==> config.mk <==
export PLATFORM = sky130hd
export DESIGN_NAME = draw_timing
export DESIGN_NICKNAME = d
export VERILOG_FILES = /design/src/rtl/draw_timing.sv
export SDC_FILE = /design/constraint.sdc
export NUM_CORES = 1
export LEC_CHECK = 0
export ABC_AREA = 1
export CORE_AREA = 2 2 83 85
export CTS_BUF_LIST = sky130_fd_sc_hd__clkbuf_8 sky130_fd_sc_hd__clkbuf_16
export DETAILED_ROUTE_END_ITERATION = 10
export DIE_AREA = 0 0 85 87
export MAX_ROUTING_LAYER = met4
export SYNTH_ARGS = -nofsm -noshare
export SYNTH_HDL_FRONTEND = slang
export SYNTH_SLANG_ARGS = --single-unit
==> constraint.sdc <==
create_clock -name clk -period 1.7 [get_ports clk]
set_clock_uncertainty 0.05 [all_clocks]
set_input_delay 0.34 -clock clk [delete_from_list [all_inputs] [get_ports clk]]
set_output_delay 0.34 -clock clk [all_outputs]
set_load 0.005 [all_outputs]
==> src/rtl/draw_timing.sv <==
`default_nettype none
// ============================================================================
// Module   : draw_timing
// Purpose  : Raster timing generator producing pixel/line counters, blanking,
//            sync, frame-start pulse and frame counter, all registered.
// Revision : 1.0 - initial release
// ============================================================================
module draw_timing #(
    parameter int H_ACTIVE = 1024,
    parameter int H_FP     = 24,
    parameter int H_SYNC   = 136,
    parameter int H_BP     = 160,
    parameter int V_ACTIVE = 768,
    parameter int V_FP     = 3,
    parameter int V_SYNC   = 6,
    parameter int V_BP     = 29,
    parameter bit SYNC_POL = 1'b0
) (
    input  logic        clk,
    input  logic        rst,
    input  logic        en,
    output logic [10:0] hcount_out,
    output logic [9:0]  vcount_out,
    output logic        hblnk_out,
    output logic        vblnk_out,
    output logic        hsync_out,
    output logic        vsync_out,
    output logic        frame_start,
    output logic [7:0]  frame_cnt
);

    localparam int C_H_TOTAL = H_ACTIVE + H_FP + H_SYNC + H_BP;
    localparam int C_V_TOTAL = V_ACTIVE + V_FP + V_SYNC + V_BP;

    localparam logic [10:0] C_H_LAST     = 11'(C_H_TOTAL - 1);
    localparam logic [10:0] C_H_ACT      = 11'(H_ACTIVE);
    localparam logic [10:0] C_HS_FIRST   = 11'(H_ACTIVE + H_FP);
    localparam logic [10:0] C_HS_LAST    = 11'(H_ACTIVE + H_FP + H_SYNC - 1);
    localparam logic [9:0]  C_V_LAST     = 10'(C_V_TOTAL - 1);
    localparam logic [9:0]  C_V_ACT      = 10'(V_ACTIVE);
    localparam logic [9:0]  C_VS_FIRST   = 10'(V_ACTIVE + V_FP);
    localparam logic [9:0]  C_VS_LAST    = 10'(V_ACTIVE + V_FP + V_SYNC - 1);

    logic [10:0] hcount_q, hcount_d;
    logic [9:0]  vcount_q, vcount_d;
    logic        hblnk_q, hblnk_d;
    logic        vblnk_q, vblnk_d;
    logic        hsync_q, hsync_d;
    logic        vsync_q, vsync_d;
    logic        fstart_q, fstart_d;
    logic [7:0]  fcnt_q, fcnt_d;

    // Flags are derived from the next counts so they land in the same cycle
    // as the position they describe.
    always_comb begin
        hcount_d = hcount_q;
        vcount_d = vcount_q;
        fstart_d = 1'b0;
        if (en) begin
            if (hcount_q == C_H_LAST) begin
                hcount_d = '0;
                if (vcount_q == C_V_LAST) begin
                    vcount_d = '0;
                    fstart_d = 1'b1;
                end else begin
                    vcount_d = vcount_q + 10'd1;
                end
            end else begin
                hcount_d = hcount_q + 11'd1;
            end
        end
        fcnt_d  = fstart_d ? fcnt_q + 8'd1 : fcnt_q;
        hblnk_d = (hcount_d >= C_H_ACT);
        vblnk_d = (vcount_d >= C_V_ACT);
        hsync_d = ((hcount_d >= C_HS_FIRST) && (hcount_d <= C_HS_LAST)) ? SYNC_POL : ~SYNC_POL;
        vsync_d = ((vcount_d >= C_VS_FIRST) && (vcount_d <= C_VS_LAST)) ? SYNC_POL : ~SYNC_POL;
    end

    always_ff @(posedge clk or negedge rst) begin
        if (!rst) begin
            hcount_q <= '0;
            vcount_q <= '0;
            hblnk_q  <= 1'b0;
            vblnk_q  <= 1'b0;
            hsync_q  <= ~SYNC_POL;
            vsync_q  <= ~SYNC_POL;
            fstart_q <= 1'b0;
            fcnt_q   <= '0;
        end else begin
            hcount_q <= hcount_d;
            vcount_q <= vcount_d;
            hblnk_q  <= hblnk_d;
            vblnk_q  <= vblnk_d;
            hsync_q  <= hsync_d;
            vsync_q  <= vsync_d;
            fstart_q <= fstart_d;
            fcnt_q   <= fcnt_d;
        end
    end

    assign hcount_out  = hcount_q;
    assign vcount_out  = vcount_q;
    assign hblnk_out   = hblnk_q;
    assign vblnk_out   = vblnk_q;
    assign hsync_out   = hsync_q;
    assign vsync_out   = vsync_q;
    assign frame_start = fstart_q;
    assign frame_cnt   = fcnt_q;

endmodule
`default_nettype wire

# [After elaboration in Yosys (flattened, before gate mapping)]
# Index checks and enable logic that the tools add are counted.
# W data, S select, Z words.
[word_totals] register_bits=34 inputBits=3 output_inout_bits=34
[classes] n_addsub=3 order_cmp=6 n_eq_ne=2 mux=10 n_reduce_logical=2
[ops] operator="$mux W10" count=3
[ops] operator="$ge A11 B11 Y1 const B" count=2
[ops] operator="$mux W11" count=2
[ops] operator="$ge A10 B10 Y1 const B" count=2
[ops] operator="$add A11 B1 Y11 const B" count=1
[ops] operator="$eq A11 B11 Y1 const B" count=1
[ops] operator="$le A11 B11 Y1 const B" count=1
[ops] operator="$add A10 B1 Y10 const B" count=1
[ops] operator="$eq A10 B10 Y1 const B" count=1
[ops] operator="$le A10 B10 Y1 const B" count=1
[ops] operator="$add A8 B1 Y8 const B" count=1
[ops] operator="$mux W1" count=5
[ops] operator="$logic_and A1 B1 Y1" count=2

# [Depth between registers and ports, before layout]
# Gate-level depths: netlist of run 1.
[depth] depth_word=7 mapped_depth=12 mapped_depth_nobuf=12

# [Worst setup path after synthesis of run 1]
# Ideal clock, no wire load.
[synth_path] path_kind="reg2reg" from="reg vcount_q[1] (netlist: vcount_out[1])" to="reg fcnt_q[7] (netlist: frame_cnt[7])" setup_ns=0.117 arrival_ns=1.541 required_ns=1.533 setup_slack_ns=-0.009 path_stages_with_launch=12 period_less_slack_ns=1.709 path_cell_list="dfrtp_1 > inv_1 > ha_1 > nand2_1 > nor2_2 > nand3_4 > nor3_4 > nand2_2 > nor2_4 > nand3_1 > nand2_1 > nand2_1"
[synth_between] elab_chain_cells=4
[synth_lines] element="start: declaration" line_no="45" source="logic [9:0] vcount_q, vcount_d;"
[synth_lines] element="start signal: assignment" line_no="91" source="vcount_q <= vcount_d;"
[synth_lines] element="$eq A10 B10 Y1" line_no="62" source="if (vcount_q == C_V_LAST) begin"
[synth_lines] element="$mux W1" line_no="62"
[synth_lines] element="$mux W1" line_no="60" source="if (hcount_q == C_H_LAST) begin"
[synth_lines] element="$mux W1" line_no="59" source="if (en) begin"
[synth_lines] element="end signal: assignment" line_no="97" source="fcnt_q <= fcnt_d;"
[synth_lines] element="end: declaration" line_no="51" source="logic [7:0] fcnt_q, fcnt_d;"
# Every way passes these cells.
# A chain may end at the register's enable or synchronous reset.

# [Worst setup path after layout of run 1]
[layout_path] from="reg fcnt_q[2] (netlist: frame_cnt[2])" to="out frame_cnt[2]"
[layout_lines] element="end: declaration" line_no="29" source="output logic [7:0] frame_cnt"
# No word-level cell between the ends.

==> results of run 1 <==
[power breakdown]
| group | internal (mW) | total [mW] | switching (mW) |
|---|---|---|---|
| Clock | 0.321 | 0.607 | 0.287 |
| Combinational | 0.504 | 0.918 | 0.414 |
| Sequential | 0.919 | 1.01 | 0.0864 |
| Total | 1.74 | 2.53 | 0.787 |
[worst paths after layout]
kind	to	slack (ns)	start
max	frame_cnt[2]	-0.01	frame_cnt[2]$_DFFE_PN0P_
min	vcount_out[2]$_DFF_PN0_	0.37	rst
max reg2reg	vsync_out$_DFF_PN1_	0.02	vcount_out[1]$_DFF_PN0_
min reg2reg	frame_cnt[7]$_DFFE_PN0P_	0.46	frame_cnt[7]$_DFFE_PN0P_
max in group asynchronous	vsync_out$_DFF_PN1_	0.97	rst
min in group clk	frame_cnt[7]$_DFFE_PN0P_	0.46	frame_cnt[7]$_DFFE_PN0P_
[registers in the layout (all words and copies together), names as in the netlist]
name and cells:
frame_start 1, frame_cnt 8, vsync_out 1, hcount_out 11, vcount_out 10, hblnk_out 1, vblnk_out 1, hsync_out 1
[worst register-to-register path: stages (launching register included)]
cell and delay [ns]:
dfrtp_1 0.39, inv_2 0.08, ha_4 0.15, nand2_4 0.05, nor2_4 0.12, nand3_4 0.09
buf_6 0.16, o21ai_0 0.08, inv_1 0.07, o21ai_2 0.14, nand2_1 0.06, nor2_1 0.09
nand3_1 0.08
[per-stage QoR]
| stage | hold WS [ns] | cell area, um2 | setup TNS [ns] |
|---|---|---|---|
| after floorplan | -0.00559 | 1920 | -0.00316 |
| after global placement | 0.435 | 2700 | -5.27 |
| after detailed placement | 0.450 | 2700 | -6.23 |
| after CTS | 0.381 | 2860 | -0.0905 |
| after global routing | 0.388 | 2940 | -0.938 |
| final | 0.368 | 2940 | -0.0110 |
[timing repair]
item / in CTS / in global routing
buffers inserted: 2 / 3
endpoints found under the setup margin: 13 / 23
pin swaps: 6 / 9
hold endpoints to repair: 0 / 0
gates resized for setup: 19 / 22
[kinds of logic after synthesis]
logic type	after synthesis	synth area share
AND/OR/NAND/NOR	125	0.335
buffers and inverters	49	0.101
flip-flops	34	0.445
AO/OA/AOI/OAI	13	0.0385
XOR/XNOR	12	0.0548
adder cells (fa/ha/maj)	4	0.0261
[per-layer routing]
| layer | vias to the layer above | wire (um) | GRT usage |
|---|---|---|---|
| met2 | 38 | 2290 | 0.231 |
| li1 | 909 | - | - |
| met1 | 850 | 1970 | 0.174 |
| met4 | 0 | 63 | 0.0519 |
| met5 | - | 0 | - |
| met3 | 5 | 161 | 0.0275 |
[final cells by class]
class	count	area, um2
timing repair buffer	83	748
fill	647	3620
tap	80	100
clock inverter	2	8.76
sequential	34	860
multi-input combinational	154	960
clock buffer	6	82.6
inverter	48	185
[synth_stat cells]
cell type	count
inv_2	2
o21ai_1	3
inv_1	45
o21bai_1	2
nor2_2	7
inv_6	1
xor2_1	5
nor2_1	21
nand2_2	3
nand3b_1	1
nand3_1	20
o21ai_2	1
nand4_4	1
xnor2_1	7
nand4_1	7
dfrtp_1	32
nand3_4	1
o21ai_0	7
nor3_4	1
dfstp_2	2
buf_4	1
ha_1	4
nor2_4	2
nor2_8	2
nand2_4	1
nor3_1	2
nand2_1	56
==> flow_metrics.env, run 1 <==
export IMPL_tightest_slew_ns=0.277
export IMPL_powerDensity_nw_per_um2=860
export IMPL_synthCells=237
export IMPL_mostFrequentLayoutCell="nand2_1"
export IMPL_total_power_mw=2.53
export IMPL_die_h_um=87
export IMPL_cts_root_buf="clkbuf_8"
export IMPL_slew_headroom=0.814
export IMPL_initial_core_util=0.292
export IMPL_diodes=0
export IMPL_hold_viol=0
export IMPL_ys_types=27
export IMPL_syn_area_um2=1920
export IMPL_syn_nets=244
export IMPL_drc_errors=0
export IMPL_gp_congestion=0.874
export IMPL_clk_pin_slew_ns=0.07
export IMPL_yosysTopAreaCell="dfrtp_1"
export IMPL_cp_num_cells=1
export IMPL_syn_avg_cell_area_um2=8.09
export IMPL_min_period_ns=1.71
export IMPL_final_core_util=0.448
export IMPL_grt_first_pass_wirelength_mm=8.06
export IMPL_drive_gt1_frac=0.315
export IMPL_syn_to_final_growth_pct=53.6
export IMPL_slowest_stage="clkdlybuf4s50_1"
export IMPL_critPathMaxStageDelay_ns=0.55
export IMPL_ys_seq_elements=34
export IMPL_first_pass_iters=4
export IMPL_finalSetupViolations=1
export IMPL_postCtsHoldBufs=0
export IMPL_htreeDepth=2
export IMPL_groute_usage_overall=0.141
export IMPL_rows=30
export IMPL_leakagePower_nw=1.56
export IMPL_cts_buffer_depth=2
export IMPL_nets=333
export IMPL_end_kind="primary output"
export IMPL_layout_cells_non_filler=407
export IMPL_path_delay_family="buffers and inverters"
export IMPL_timing_critical_path_buf_inv=1
export IMPL_crit_type="register to primary output"
export IMPL_grt_antenna_before_repair=0
export IMPL_start_kind="register"
export IMPL_seq_area_frac_synth=0.445
export IMPL_yosysTopAreaCellShare=0.418
export IMPL_slew_violations=0
export IMPL_drtIter0Drc=51
export IMPL_hold_class="input port to asynchronous set/reset pin"
export IMPL_worstPathRequired_ns=1.31
export IMPL_cts_made_buffers=5
export IMPL_clk_latency_ns=0.28
export IMPL_core_um2=6570
export IMPL_gr_total_overflow=0
export IMPL_yosys_warnings=0
export IMPL_cts_tree="built"
export IMPL_ant_nets=0
export IMPL_rsz0062_at_grt="yes"
export IMPL_grt_pass1_vias=1780
export IMPL_routed_via_density=4.43
export IMPL_clkSinkCount=34
export IMPL_portBuffers=36
export IMPL_dieArea_um2=7400
export IMPL_finalCritPeriodShare=1.01
export IMPL_vdd_drop_max_mv=0.579
export IMPL_pin_count=37
export IMPL_chipWidth_um=85
export IMPL_path_cells="clkdlybuf4s50_1"
export IMPL_status="complete, but fails checks"
export IMPL_fmax_mhz=584
export IMPL_wl_mm=4.49
export IMPL_path_max_fanout=5
export IMPL_ff2ff_path_depth=12
export IMPL_wl_per_cell_um=11.0
export IMPL_violations="setup timing"
export IMPL_pre_cts_slack_ns=-0.393
export IMPL_worst_ep_arrival_time_ns=1.32
export IMPL_grt_max_degree=35
export IMPL_vias=1802
export IMPL_cap_violations=0
export IMPL_setup_ws_ns=-0.0110
export IMPL_final_cell_mix="nand2_1 (54), inv_1 (44), buf_4 (42)"
export IMPL_synthTopCellsByArea="dfrtp_1 (42%), nand2_1 (11%), inv_1 (8.8%), nand3_1 (5.2%), nor2_1 (4.1%)"
export IMPL_dp_hpwl_mm=3.52
export IMPL_placedCellCount=394
No activity file was read; power rests on OpenSTA's default activity.
==> inputs of run 2 (changes only) <==
--- a/config.mk
+++ b/config.mk
@@ -14,3 +14,4 @@
 export SYNTH_ARGS = -nofsm -noshare
 export SYNTH_HDL_FRONTEND = slang
 export SYNTH_SLANG_ARGS = --single-unit
+export TNS_END_PERCENT = 30
==> flow_metrics.env, run 2 (synthesis gave the netlist of run 1 again) <==
export IMPL_status="completed"
export IMPL_cts_tree="built"
export IMPL_syn_to_final_growth_pct=52.2
export IMPL_cap_violations=0
export IMPL_vdd_drop_max_mv=0.579
export IMPL_timing_critical_path_buf_inv=3
export IMPL_cts_made_buffers=5
export IMPL_first_pass_iters=4
export IMPL_reg2reg_from="vcount_out[1]$_DFF_PN0_"
export IMPL_ant_nets=0
export IMPL_worstPathRequired_ns=1.86
export IMPL_htreeDepth=2
export IMPL_nFillCells=652
export IMPL_groute_usage_overall=0.141
export IMPL_clkSinkCount=34
export IMPL_tightest_slew_ns=0.277
export IMPL_gr_total_overflow=0
export IMPL_final_cell_mix="nand2_1 (54), inv_1 (44), buf_4 (41)"
export IMPL_diodes=0
export IMPL_wl_per_cell_um=11.1
export IMPL_cts_root_buf="clkbuf_8"
export IMPL_chipWidth_um=85
export IMPL_finalSetupViolations=0
export IMPL_path_delay_family="simple AND/OR/NAND/NOR gates"
export IMPL_rsz0062_at_grt="yes"
export IMPL_grt_antenna_before_repair=0
export IMPL_core_um2=6570
export IMPL_drtIter0Drc=53
export IMPL_gp_congestion=0.874
export IMPL_slowest_stage="dfrtp_1"
export IMPL_end_kind="register"
export IMPL_finalCritPeriodShare=0.991
export IMPL_powerDensity_nw_per_um2=867
export IMPL_hold_viol=0
export IMPL_portBuffers=36
export IMPL_fmax_mhz=594
export IMPL_worst_ep_arrival_time_ns=1.84
export IMPL_clk_pin_slew_ns=0.07
export IMPL_leakagePower_nw=1.54
export IMPL_wl_mm=4.48
export IMPL_die_h_um=87
export IMPL_clk_latency_ns=0.28
export IMPL_start_kind="register"
export IMPL_slew_violations=0
export IMPL_layout_cells_non_filler=405
export IMPL_dp_hpwl_mm=3.52
export IMPL_worstSetupStartpoint="vcount_out[1]$_DFF_PN0_"
export IMPL_dieArea_um2=7400
export IMPL_min_period_ns=1.68
export IMPL_grt_max_degree=35
export IMPL_nets=331
export IMPL_routed_via_density=4.43
export IMPL_crit_type="register to register"
export IMPL_mostFrequentLayoutCell="nand2_1"
export IMPL_grt_first_pass_wirelength_mm=8.06
export IMPL_hold_class="input port to asynchronous set/reset pin"
export IMPL_path_max_fanout=7
export IMPL_critPathMaxStageDelay_ns=0.39
export IMPL_postLayoutCellArea_um2=2920
export IMPL_postCtsHoldBufs=0
export IMPL_initial_core_util=0.292
export IMPL_placedCellCount=394
export IMPL_drc_errors=0
export IMPL_cts_buffer_depth=2
export IMPL_grt_pass1_vias=1780
export IMPL_path_cells="inv_2, ha_4, nand2_4, nor2_4, nand3_4, buf_6, o21ai_0, inv_1, o21ai_2, nand2_1, nor2_1, nand3_1"
export IMPL_rows=30
export IMPL_drive_gt1_frac=0.308
export IMPL_slew_headroom=0.814
export IMPL_largest_register_ffs=11
export IMPL_vias=1794
export IMPL_pin_count=37
export IMPL_postPlaceCellArea_um2=2700
[run 2: cell count changes in the layout (fill, tap and decap cells not counted)]
cell / change
buf_4: -1
buf_6: -1
xnor2_1: +1
xnor2_2: -1
[run 2: layer usage]
layer  global-route usage  wire (um)
met1                0.174       1970
met2                0.231       2280
met3               0.0275        161
met4               0.0519         63
met5                    -          0
[run 2: per-stage QoR]
step	setup WS (ns)	setup TNS (ns)	power, mW	utilization	hold WS (ns)
after floorplan	-0.00316	-0.00316	1.37	-	-0.00559
after global placement	-0.322	-5.27	1.89	0.411	0.435
after detailed placement	-0.393	-6.23	1.91	0.411	0.450
after CTS	-0.0398	-0.0905	2.55	0.435	0.381
after global routing	-0.123	-0.911	2.72	0.444	0.388
final	0.0151	0	2.53	0.444	0.368
[run 2: what timing repair did]
action                     CTS  global route
pin swaps                    6             9
setup endpoints to repair   13            23
resized for setup           19            20
buffers inserted             2             1
[run 2: final cells by class]
cell class                      instances  area (um2)  area share
Clock buffer                            6        82.6      0.0283
Clock inverter                          2        8.76     0.00300
Inverter                               48         185      0.0635
Multi-Input combinational cell        154         952       0.326
Sequential cell                        34         860       0.295
Tap cell                               80         100      0.0343
Timing Repair Buffer                   81         729       0.250
[run 2: path summary, 6_finish.rpt]
path                       depth (start not counted)                       end  slack, ns
setup reg to reg                                  12       vsync_out$_DFF_PN1_       0.02
min in group clk                                   2  frame_cnt[7]$_DFFE_PN0P_       0.46
hold / removal                                     2   vcount_out[2]$_DFF_PN0_       0.37
max in group asynchronous                          2       vsync_out$_DFF_PN1_       0.97
setup / recovery                                  12       vsync_out$_DFF_PN1_       0.02
hold reg to reg                                    2  frame_cnt[7]$_DFFE_PN0P_       0.46
[run 2: where the power goes]
| group | switching (mW) | total [mW] | leakage (nW) | internal, mW |
|---|---|---|---|---|
| Combinational | 0.414 | 0.918 | 1.10 | 0.504 |
| Sequential | 0.0864 | 1.01 | 0.391 | 0.919 |
| Clock | 0.286 | 0.606 | 0.0524 | 0.321 |
==> inputs of run 3 (changes only) <==
--- a/config.mk
+++ b/config.mk
@@ -11,6 +11,7 @@
 export DETAILED_ROUTE_END_ITERATION = 10
 export DIE_AREA = 0 0 85 87
 export MAX_ROUTING_LAYER = met4
+export PLACE_DENSITY = 0.49
 export SYNTH_ARGS = -nofsm -noshare
 export SYNTH_HDL_FRONTEND = slang
 export SYNTH_SLANG_ARGS = --single-unit
==> flow_metrics.env, run 3 (synthesis gave the netlist of run 1 again) <==
export IMPL_status="complete, but fails checks"
export IMPL_violations="setup timing"
export IMPL_die_h_um=87
export IMPL_grt_pass1_vias=1717
export IMPL_slew_violations=0
export IMPL_slowest_stage="clkdlybuf4s50_1"
export IMPL_gr_total_overflow=0
export IMPL_end_kind="primary output"
export IMPL_total_power_mw=2.65
export IMPL_p_int_mw=1.79
export IMPL_p_switching_mw=0.861
export IMPL_initial_core_util=0.292
export IMPL_path_cells="buf_4, clkdlybuf4s50_1"
export IMPL_path_delay_family="buffers and inverters"
export IMPL_chipWidth_um=85
export IMPL_powerDensity_nw_per_um2=867
export IMPL_wl_per_cell_um=11.4
export IMPL_cap_violations=0
export IMPL_fmax_mhz=581
export IMPL_clkSinkCount=34
export IMPL_cts_made_buffers=5
export IMPL_finalCritPeriodShare=1.01
export IMPL_tightest_slew_ns=0.224
export IMPL_nets=341
export IMPL_combPwrFrac=0.375
export IMPL_pin_count=37
export IMPL_drc_errors=0
export IMPL_drive_gt1_frac=0.340
export IMPL_reg2reg_from="vcount_out[1]$_DFF_PN0_"
export IMPL_finalSetupViolations=1
export IMPL_timing_rr_end="frame_cnt[5]$_DFFE_PN0P_"
export IMPL_leakagePower_nw=1.64
export IMPL_critPathMaxStageDelay_ns=0.49
export IMPL_pwr_share_seq=0.387
export IMPL_p_sw_frac=0.325
export IMPL_path_max_fanout=3
export IMPL_postLayoutCellArea_um2=3060
export IMPL_clk_latency_ns=0.29
export IMPL_first_pass_iters=4
export IMPL_r2r_setup_slack_ns=0
export IMPL_grt_max_degree=35
export IMPL_placedCellCount=396
export IMPL_routed_via_density=4.34
export IMPL_clockPowerShare=0.238
export IMPL_mostFrequentLayoutCell="nand2_1"
export IMPL_layout_cells_non_filler=415
export IMPL_htreeDepth=2
export IMPL_cts_tree="built"
export IMPL_ant_nets=0
export IMPL_vdd_drop_max_mv=0.491
export IMPL_cts_root_buf="clkbuf_8"
export IMPL_largest_register_ffs=11
export IMPL_min_period_ns=1.72
export IMPL_grt_first_pass_wirelength_mm=7.80
export IMPL_gp_congestion=0.797
export IMPL_hold_class="input port to asynchronous set/reset pin"
export IMPL_drtIter0Drc=31
export IMPL_slew_headroom=0.851
export IMPL_portBuffers=36
export IMPL_groute_usage_overall=0.136
export IMPL_worst_ep_arrival_time_ns=1.33
export IMPL_final_cell_mix="nand2_1 (51), buf_4 (49), inv_1 (45)"
export IMPL_setup_ws_ns=-0.0206
export IMPL_cts_buffer_depth=2
export IMPL_start_kind="register"
export IMPL_timing_critical_path_buf_inv=2
export IMPL_clk_pin_slew_ns=0.07
export IMPL_wl_mm=4.71
export IMPL_dp_hpwl_mm=3.43
export IMPL_dieArea_um2=7400
export IMPL_diodes=0
export IMPL_core_um2=6570
export IMPL_rows=30
export IMPL_worstPathRequired_ns=1.31
export IMPL_grt_antenna_before_repair=0
export IMPL_hold_viol=0
export IMPL_ff2ff_path_depth=10
export IMPL_postPlaceCellArea_um2=2710
export IMPL_crit_type="register to primary output"
export IMPL_vias=1802
export IMPL_rsz0062_at_grt="yes"
export IMPL_syn_to_final_growth_pct=59.7
-- run 3: changes by cell type in the layout (fill, tap and decap cells not counted), moves of 2 or more --
cell     delta
nand2_1     -3
nor2_4      +6
nand2_2     +4
buf_4       +8
nor2_1      -2
nor2_2      -4
buf_6       +2
-- run 3: how the worst max path moves through the flow --
stage                                       start                  endpoint  slack [ns]  depth (start not counted)
after floorplan           vcount_out[1]$_DFF_PN0_  frame_cnt[7]$_DFFE_PN0P_      -0.003                         11
after global placement                         en       vsync_out$_DFF_PN1_       -0.33                         11
after detailed placement                       en       vsync_out$_DFF_PN1_       -0.39                         11
after CTS                 hcount_out[1]$_DFF_PN0_  frame_cnt[7]$_DFFE_PN0P_       -0.04                         10
after global routing      vcount_out[1]$_DFF_PN0_  frame_cnt[7]$_DFFE_PN0P_       -0.16                         11
final                     hcount_out[1]$_DFF_PN0_             hcount_out[1]       -0.02                          2
-- run 3: area by class of cell --
cell class	instances	area, um2
repair buffers	91	815
well taps	80	100
fillers	650	3510
multi-input cells	154	1010
flip-flops and latches	34	858
clock inverters	2	8.76
inverters	48	185
clock buffers	6	82.6
-- run 3: stage by stage --
step / setup WS, ns / hold slack, ns / utilization / TNS [ns]
floorplan: -0.00316 / -0.00559 / - / -0.00316
global placement: -0.333 / 0.427 / 0.413 / -5.37
detailed placement: -0.388 / 0.446 / 0.413 / -6.06
CTS: -0.0439 / 0.373 / 0.434 / -0.151
global route: -0.162 / 0.380 / 0.466 / -1.32
finish: -0.0206 / 0.372 / 0.466 / -0.0206
-- run 3: worst register-to-register path, stage by stage (launching register included) --
cell and delay [ns]:
dfrtp_1 0.39, inv_2 0.08, ha_4 0.13, nand2_2 0.05, nor2_4 0.12, nand3_4 0.09, nor3_4 0.24, nand2_2 0.11
nor2_4 0.13, buf_6 0.11, xor2_1 0.13
-- run 3: per-layer routing --
layer,wire [um],GRT usage,vias to the layer above,part of all wire
li1,-,-,924,-
met1,2180,0.179,848,0.46
met2,2380,0.216,23,0.50
met3,99,0.0237,7,0.021
met4,60,0.0390,0,0.013
met5,0,-,-,0
-- run 3: power by group through the flow --
| stage | clock, mW | sequential, mW | combinational [mW] |
|---|---|---|---|
| global route | 0.684 | 1.04 | 1.11 |
| global placement | 0 | 1.01 | 0.895 |
| floorplan | 0 | 1.06 | 0.313 |
| CTS | 0.663 | 0.999 | 0.922 |
| finish | 0.632 | 1.03 | 0.994 |
| detailed placement | 0 | 1.01 | 0.897 |
-- run 3: timing repair --
action                                  4_1_cts  5_1_grt
endpoints found under the setup margin       12       28
cloned                                        0        0
setup buffers                                 3        9
hold buffers                                  0        0
pin swaps                                     4       16
gates resized for setup                      10       43
